### src/rtl/bfp_pkg.sv
// Shared fp16 field definitions and helpers for the block-floating-point aligner.
package bfp_pkg;

  localparam int EXP_W  = 5;
  localparam int FRAC_W = 10;
  localparam int BIAS   = 15;
  localparam logic [EXP_W-1:0] EXP_SPECIAL = 5'd31;

  function automatic logic [EXP_W-1:0] max_exp(input logic [EXP_W-1:0] a,
                                               input logic [EXP_W-1:0] b);
    return (a > b) ? a : b;
  endfunction

endpackage

### src/rtl/bfp_shift_sticky.sv
// Saturating logical right shift that also reports whether any set bit fell off the bottom.
module bfp_shift_sticky #(
  parameter int MW = 14
) (
  input  logic [MW-1:0] i_sig,
  input  logic [4:0]    i_shamt,
  output logic [MW-1:0] o_mant,
  output logic          o_sticky
);

  logic [MW-1:0] w_mask;

  // NOTE: every output of a combinational block gets a default first, so no path can infer a latch.
  always_comb begin
    w_mask   = '0;
    o_mant   = '0;
    o_sticky = 1'b0;
    if (32'(i_shamt) >= 32'(MW)) begin
      o_sticky = |i_sig;
    end else begin
      w_mask   = ~({MW{1'b1}} << i_shamt);
      o_mant   = i_sig >> i_shamt;
      o_sticky = |(i_sig & w_mask);
    end
  end

endmodule

### src/rtl/fp16_unpack.sv
// Splits one fp16 operand into sign, significand with hidden bit, and effective exponent.
module fp16_unpack
  import bfp_pkg::*;
(
  input  logic [15:0]       i_fp,
  output logic              o_sign,
  output logic [FRAC_W:0]   o_sig,
  output logic [EXP_W-1:0]  o_eexp,
  output logic              o_special
);

  logic [EXP_W-1:0] w_field;

  assign w_field   = i_fp[14:10];
  assign o_sign    = i_fp[15];
  // Subnormals and zero share the exponent of the smallest normal, with no hidden bit.
  assign o_sig     = {(w_field != '0), i_fp[FRAC_W-1:0]};
  assign o_eexp    = (w_field == '0) ? EXP_W'(1) : w_field;
  assign o_special = (w_field == EXP_SPECIAL);

endmodule

### src/rtl/bfp_align_pipe.sv
// Two-stage fp16 block-floating-point aligner: find the shared max exponent, then
// shift every lane's significand down to it, with valid/ready flow control.
module bfp_align_pipe
  import bfp_pkg::*;
#(
  parameter int LANES   = 4,
  parameter int GUARD_W = 3,
  parameter int MW      = 11 + GUARD_W
) (
  input  logic                  clk,
  input  logic                  rst,
  input  logic                  in_valid,
  output logic                  in_ready,
  input  logic [16*LANES-1:0]   in_data,
  output logic                  out_valid,
  input  logic                  out_ready,
  output logic [LANES-1:0]      out_sign,
  output logic [EXP_W-1:0]      out_exp,
  output logic [MW*LANES-1:0]   out_mant,
  output logic [LANES-1:0]      out_sticky,
  output logic                  out_special
);

  localparam int P = (LANES <= 1) ? 1 : (1 << $clog2(LANES));

  // Balanced max tree; leaves past LANES are padded with zero, which never wins.
  function automatic logic [EXP_W-1:0] tree_max(input logic [LANES-1:0][EXP_W-1:0] e);
    logic [2*P-1:0][EXP_W-1:0] t;
    t = '0;
    for (int i = 0; i < LANES; i++) t[P+i] = e[i];
    for (int n = P - 1; n >= 1; n--) t[n] = max_exp(t[2*n], t[2*n+1]);
    return t[1];
  endfunction

  logic [LANES-1:0]              w_sign;
  logic [LANES-1:0][FRAC_W:0]    w_sig;
  logic [LANES-1:0][EXP_W-1:0]   w_eexp;
  logic [LANES-1:0]              w_lane_special;
  logic                          w_s2_adv;
  logic                          w_s1_load;
  logic                          w_s2_load;

  logic                          r_s1_valid;
  logic [LANES-1:0]              r_s1_sign;
  logic [LANES-1:0][FRAC_W:0]    r_s1_sig;
  logic [LANES-1:0][EXP_W-1:0]   r_s1_eexp;
  logic [EXP_W-1:0]              r_s1_max;
  logic                          r_s1_special;

  logic [LANES-1:0][MW-1:0]      w_mant;
  logic [LANES-1:0]              w_sticky;

  logic                          r_s2_valid;
  logic [LANES-1:0]              r_out_sign;
  logic [EXP_W-1:0]              r_out_exp;
  logic [LANES-1:0][MW-1:0]      r_out_mant;
  logic [LANES-1:0]              r_out_sticky;
  logic                          r_out_special;

  for (genvar g = 0; g < LANES; g++) begin : g_lane
    logic [4:0] w_shamt;

    fp16_unpack u_unpack (
      .i_fp      (in_data[16*g +: 16]),
      .o_sign    (w_sign[g]),
      .o_sig     (w_sig[g]),
      .o_eexp    (w_eexp[g]),
      .o_special (w_lane_special[g])
    );

    assign w_shamt = r_s1_max - r_s1_eexp[g];

    bfp_shift_sticky #(.MW(MW)) u_shift (
      .i_sig    ({r_s1_sig[g], {GUARD_W{1'b0}}}),
      .i_shamt  (w_shamt),
      .o_mant   (w_mant[g]),
      .o_sticky (w_sticky[g])
    );
  end

  // Ready depends only on pipeline occupancy, never on in_valid.
  assign w_s2_adv  = !r_s2_valid || out_ready;
  assign in_ready  = !r_s1_valid || w_s2_adv;
  assign w_s1_load = in_ready && in_valid;
  assign w_s2_load = w_s2_adv && r_s1_valid;

  // NOTE: sequential state uses non-blocking assignments so all registers update together at the edge.
  // NOTE: data registers are reset too, so outputs read as zero right after reset.
  always_ff @(posedge clk) begin
    if (rst) begin
      r_s1_valid   <= 1'b0;
      r_s1_sign    <= '0;
      r_s1_sig     <= '0;
      r_s1_eexp    <= '0;
      r_s1_max     <= '0;
      r_s1_special <= 1'b0;
    end else begin
      if (in_ready) r_s1_valid <= in_valid;
      if (w_s1_load) begin
        r_s1_sign    <= w_sign;
        r_s1_sig     <= w_sig;
        r_s1_eexp    <= w_eexp;
        r_s1_max     <= tree_max(w_eexp);
        r_s1_special <= |w_lane_special;
      end
    end
  end

  always_ff @(posedge clk) begin
    if (rst) begin
      r_s2_valid    <= 1'b0;
      r_out_sign    <= '0;
      r_out_exp     <= '0;
      r_out_mant    <= '0;
      r_out_sticky  <= '0;
      r_out_special <= 1'b0;
    end else begin
      if (w_s2_adv) r_s2_valid <= r_s1_valid;
      if (w_s2_load) begin
        r_out_sign    <= r_s1_sign;
        r_out_exp     <= r_s1_max;
        r_out_mant    <= w_mant;
        r_out_sticky  <= w_sticky;
        r_out_special <= r_s1_special;
      end
    end
  end

  assign out_valid   = r_s2_valid;
  assign out_sign    = r_out_sign;
  assign out_exp     = r_out_exp;
  assign out_mant    = r_out_mant;
  assign out_sticky  = r_out_sticky;
  assign out_special = r_out_special;

endmodule

### config.mk
export PLATFORM = sky130hd
export DESIGN_NAME = bfp_align_pipe
export DESIGN_NICKNAME = d
export VERILOG_FILES = /design/src/rtl/bfp_pkg.sv /design/src/rtl/bfp_shift_sticky.sv /design/src/rtl/fp16_unpack.sv /design/src/rtl/bfp_align_pipe.sv
export SDC_FILE = /design/constraint.sdc
export NUM_CORES = 1
export LEC_CHECK = 0
export ABC_CLOCK_PERIOD_IN_PS = 7200
export BUFFER_PORTS_ARGS = -buffer_cell sky130_fd_sc_hd__buf_2
export CELL_PAD_IN_SITES_DETAIL_PLACEMENT = 1
export CELL_PAD_IN_SITES_GLOBAL_PLACEMENT = 2
export CORE_MARGIN = 8
export CORE_UTILIZATION = 36
export DETAILED_ROUTE_END_ITERATION = 6
export HOLD_SLACK_MARGIN = 0.1
export PLACE_DENSITY = 0.87
export SYNTH_ARGS = -nofsm -noshare
export SYNTH_HDL_FRONTEND = slang
export SYNTH_SLANG_ARGS = --single-unit
### constraint.sdc
create_clock -name clk -period 7.2 [get_ports clk]
set_input_delay 0.72 -clock clk [delete_from_list [all_inputs] [get_ports clk]]
set_output_delay 0.72 -clock clk [all_outputs]
set_load 0.01 [all_outputs]
[Word-level counts from Yosys, hierarchy flattened]
Index checks and enable logic that the tools add are counted.
Operators by class
  reductions and logical operators: 23
  multiplexer cells: 15
  divide/modulo/power cells: 0
  multipliers: 0
  shifts and indexed selects: 8
  eq/ne operators: 4
  $lt $le $gt $ge: 7
  $add $sub $neg: 4
  bitwise operators: 8
Operators with widths (count)
  bitwise AND 14 bit: 4
  two-way mux 14 bit: 4
  inverter 14 bit: 4
  OR reduction 14 bit: 4
  left shift 14 x 5 -> 14 bit, first input constant: 4
  >> shifter 14 x 5 -> 14 bit: 4
  OR reduction 11 bit: 4
  two-way mux 5 bit: 7
  == test 5 bit, second input constant: 4
  greater-or-equal comparator 5 x 4 -> 1 bit, second input constant: 4
  zero test 5 bit: 4
  nonzero test 5 bit: 4
  subtractor 5 bit: 4
  greater-than comparator 5 bit: 3
  two-way mux 1 bit: 4
  OR reduction 4 bit: 1
  logical AND 1 bit: 2
  zero test 1 bit: 2
  logical OR 1 bit: 2
Word-level totals
  bits in latches: 0
  input bits: 68
  memories kept: 0
  register bits: 146
  ROM bits: 0
  memory bits (writable): 0
  word-level logic and storage cells: 90
  output and inout port bits: 72

[Logic depth before layout (Yosys ltp)]
  word-level depth: 6
  depth in mapped cells: 14
  gate-level depth less buffers: 14

[Cells and area by module]
From an unflattened synthesis, not the netlist that was laid out.
Unflattened totals
  cell total of the unflattened synthesis: 1296
  area, all modules: 9882.0 um^2
Modules (own cells, without submodules)
  bfp_align_pipe: seq. area each 2922.8 um^2, times used 1, area each 6178.4 um^2, cells an instance 780
  bfp_shift_sticky: seq. area each 0.0 um^2, times used 4, area each 790.8 um^2, cells an instance 108
  fp16_unpack: seq. area each 0.0 um^2, times used 4, area each 135.1 um^2, cells an instance 21

[Worst setup path after synthesis]
Ideal clock, no wire load.
  path type: input to register
  from: input in_data[11]
  to: register r_s1_max[0]
  stages on the path: 14
  setup time: 0.091 ns
  arrival: 3.599 ns
  slack: 3.510 ns
  required time: 7.109 ns
  path buffers: 0
  cells stage by stage: nor4_1 nor2_1 ha_1 inv_1 or2_2 o21ai_1 mux2i_1 inv_1 ha_1 nor2b_1 o211ai_1 a21oi_1 a221o_1 a311oi_1
On the way
  word-level cells in the longest chain between the ends: 6
Ends and longest elaborated chain
  start: declaration: line bfp_align_pipe.sv:14  | input logic [16*LANES-1:0] in_data,
  zero test 5 bit: line fp16_unpack.sv:18  | assign o_eexp = (w_field == '0) ? EXP_W'(1) : w_field;
  two-way mux 5 bit *: line fp16_unpack.sv:18
  greater-than comparator 5 bit: line bfp_pkg.sv:11  | return (a > b) ? a : b;
  two-way mux 5 bit *: line bfp_pkg.sv:11
  greater-than comparator 5 bit: line bfp_pkg.sv:11
  two-way mux 5 bit *: line bfp_pkg.sv:11
  end signal: assignment: line bfp_align_pipe.sv:103  | r_s1_max <= tree_max(w_eexp);
  end: declaration: line bfp_align_pipe.sv:47  | logic [EXP_W-1:0] r_s1_max;
Mark *: on every way between the ends. The rest lies on a longest branch, timed or not.
A chain may end at the register's enable or synchronous reset.

[Worst setup path after layout]
Ends and elaborated chain as after synthesis.

==> impl_metrics.env <==
export IMPL_syn_inst=1079
export IMPL_hold_end="out_mant[17]$_SDFFE_PP0P_"
export IMPL_synth_main_ff_cell="dfxtp_1"
export IMPL_fin_crit_sh=0.552
export IMPL_htreeDepth=4
export IMPL_place_ws_ns=2.82
export IMPL_synth_top_area_cell="dfxtp_1"
export IMPL_syn_to_final_growth_pct=17.0
export IMPL_min_path_cells=2
export IMPL_grt_overflow=0
export IMPL_setup_viol=0
export IMPL_grtUsageMet3=0.0301
export IMPL_cts_sinks=146
export IMPL_ys_types=69
export IMPL_met2_usage=0.300
export IMPL_grt_pass1_vias=8463
export IMPL_peakVddDrop_uv=123
export IMPL_reg2reg_setup_slack_ns=3.89
export IMPL_fin_ws_ns=3.23
export IMPL_grtUsageTotal=0.189
export IMPL_num_vias=8298
export IMPL_ctsHoldBuffers=0
export IMPL_first_iter_violations=479
export IMPL_clockBufferDepth=2
export IMPL_setup_tns_ns=0
export IMPL_grt_busiest_layer="met2"
export IMPL_gp_congestion=0.867
export IMPL_reg2regPathDepth=9
export IMPL_core_sq_um=24000
export IMPL_antenna_cells=0
export IMPL_initial_core_util=0.363
export IMPL_ys_seq_area_frac=0.335
export IMPL_max_slew_worst_pin_slew_ns=1.09
export IMPL_critPathCaptureType="flop"
export IMPL_min_delay_start="out_mant[17]$_SDFFE_PP0P_"
export IMPL_synth_edff_count=0
export IMPL_fin_crit_ns=3.97
export IMPL_slew_headroom=0.272
export IMPL_portBuffers=139
export IMPL_drt_total_wl_microns=28000
export IMPL_layout_drive_gt1_share=0.194
export IMPL_drv_slew=0
export IMPL_drv_cap=0
export IMPL_rsz0062_at_grt="no"
export IMPL_yosys_warnings=0
export IMPL_yosys_area_top_type_share=0.335
export IMPL_fillCellCount=2968
export IMPL_grt_max_degree=78
export IMPL_power_density_nw_per_um2=283
export IMPL_max_freq_mhz=252
export IMPL_met1_usage=0.259
export IMPL_dp_hpwl_microns=20100
export IMPL_ios=140
export IMPL_clk_pin_slew_worst_paths_ns=0.07
export IMPL_start_kind="input port"
export IMPL_fin_skew_ns=0.0122
export IMPL_clock_latency_ns=0.43
export IMPL_postCtsResizedCells=0
export IMPL_cts_buffers=17
export IMPL_dr_pass1_iters=5
export IMPL_die_x_microns=172
export IMPL_wl_per_cell_microns=18.6
export IMPL_ys_ff_latch=146
export IMPL_cts_setup_buffers=0
export IMPL_cts_root_buffer="clkbuf_16"
export IMPL_fp_row_count=57
export IMPL_arrival_ns=4.31
export IMPL_syn_area_per_cell_sq_um=8.09
export IMPL_grt_pass1_wl_microns=44800
export IMPL_cts_tree="done"
export IMPL_vias_per_cell=5.51
export IMPL_fin_nets=1271
export IMPL_p_leak_nw=4.24
export IMPL_r2r_end="out_mant[42]$_SDFFE_PP0P_"
export IMPL_hold_violations=0
export IMPL_crit_type="input port to flop"
export IMPL_synth_nets=1182
export IMPL_r2r_start="r_s1_max[0]$_SDFFE_PP0P_"
export IMPL_die_area_sq_um=29500
export IMPL_ant_nets=0
export IMPL_yosys_top_cells_area="dfxtp_1 33%, nand2_1 8.8%, a21oi_1 6.0%"
export IMPL_syn_cell_area_sq_um=8730
export IMPL_die_y_microns=172
export IMPL_hp_class="flop to flop"
export IMPL_crit_fanout=6
export IMPL_antenna_found_initial=0
export IMPL_required_ns=7.54
export IMPL_status="finished, final reports clean"
export IMPL_fin_util=0.425
export IMPL_drc=0
export IMPL_async_flop_share=0
==> metrics by stage <==
stage               cell area [sq um]  hold WS [ns]  power (mW)  instances
floorplan                        8730         0.432        1.66       1079
global placement                 9570         0.434        1.89       1473
detailed placement               9570         0.447        1.90       1473
CTS                             10200         0.456        2.90       1505
global route                    10200         0.473        3.04       1505
finish                          10200         0.448        2.89       1505
==> cell families after synthesis <==
family	share of synthesized area
flops	0.335
fa+ha+maj	0.0536
buf+inv	0.0565
xor+xnor	0.0171
compound gates	0.210
mux	0.116
simple gates	0.212
==> worst max path at each step <==
| stage | depth (start not counted) | start | to |
|---|---|---|---|
| finish | 15 | in_data[11] | r_s1_max[0]$_SDFFE_PP0P_ |
| global route | 15 | in_data[11] | r_s1_max[0]$_SDFFE_PP0P_ |
| CTS | 15 | in_data[11] | r_s1_max[0]$_SDFFE_PP0P_ |
| detailed placement | 15 | in_data[11] | r_s1_max[0]$_SDFFE_PP0P_ |
| global placement | 15 | in_data[11] | r_s1_max[0]$_SDFFE_PP0P_ |
| floorplan | 14 | in_data[11] | r_s1_max[0]$_SDFFE_PP0P_ |
==> placed cells by master (no fill, tap or decap), drive strengths merged, types with 9 or more instances in the layout <==
cell    instances
o21ai          46
nand4           9
a22oi          10
nand2b         10
dfxtp         146
nor2           61
nand2         206
nand3          22
or4            12
a211oi         12
clkbuf         19
nor2b          11
ha             31
mux4           15
a32oi          24
mux2i          47
mux2           18
a21oi         108
nor3           21
xnor2           9
inv            46
buf           147
==> report_power, final <==
part | switching, mW | internal [mW]
clock network | 0.373 | 0.616
logic | 0.618 | 0.371
registers | 0.0552 | 0.855
total | 1.05 | 1.84
==> flip-flops by register name, indices dropped and copies added (netlist names) <==
signal and cells:
r_s1_sig 44, r_s1_sign 4, out_special 1, out_exp 5, r_s1_eexp 20, r_s1_valid 1
r_s1_max 5, out_sign 4, out_valid 1, r_s1_special 1, out_sticky 4, out_mant 56
==> cell usage after synthesis (8+ instances only) <==
library cell,number
a21oi_1,105
dfxtp_1,146
o21ai_1,24
inv_1,42
mux2i_1,47
nor4_1,8
or4_1,12
mux2_2,17
xnor2_1,9
o21ai_0,22
nand2_1,205
mux4_2,14
xor2_1,8
clkbuf_1,57
a22oi_1,10
nand3_1,22
nand4_1,8
nand2b_1,10
ha_1,31
buf_2,10
nor2b_1,11
a211oi_1,12
a21o_1,8
nor3_1,20
nor2_1,61
a32oi_1,24
==> worst max-delay path: stages <==
cell and delay (ns):
buf_2 0.13, nor4_1 0.64, nor2_1 0.14, ha_1 0.31
inv_1 0.03, or2_2 0.29, o21ai_1 0.32, mux2i_1 0.37
inv_1 0.08, ha_1 0.33, nand4_1 0.10, mux2i_1 0.10
a21oi_1 0.28, o311ai_1 0.18, a311oi_1 0.27
==> layout make-up <==
cell class	instances	area [sq um]	area share
clock buffers	19	433	0.0424
clock inverters	13	206	0.0202
multi-input cells	812	5320	0.521
well taps	324	405	0.0397
repair buffers	147	758	0.0742
flip-flops and latches	146	2920	0.286
inverters	44	165	0.0162
==> routing by layer <==
metal | share of wire | wire length (microns)
met2 | 0.45 | 12600
met3 | 0.032 | 904
met4 | 0.018 | 491
met1 | 0.50 | 14000
met5 | 0 | 0
No activity file was read; power rests on OpenSTA's default activity.
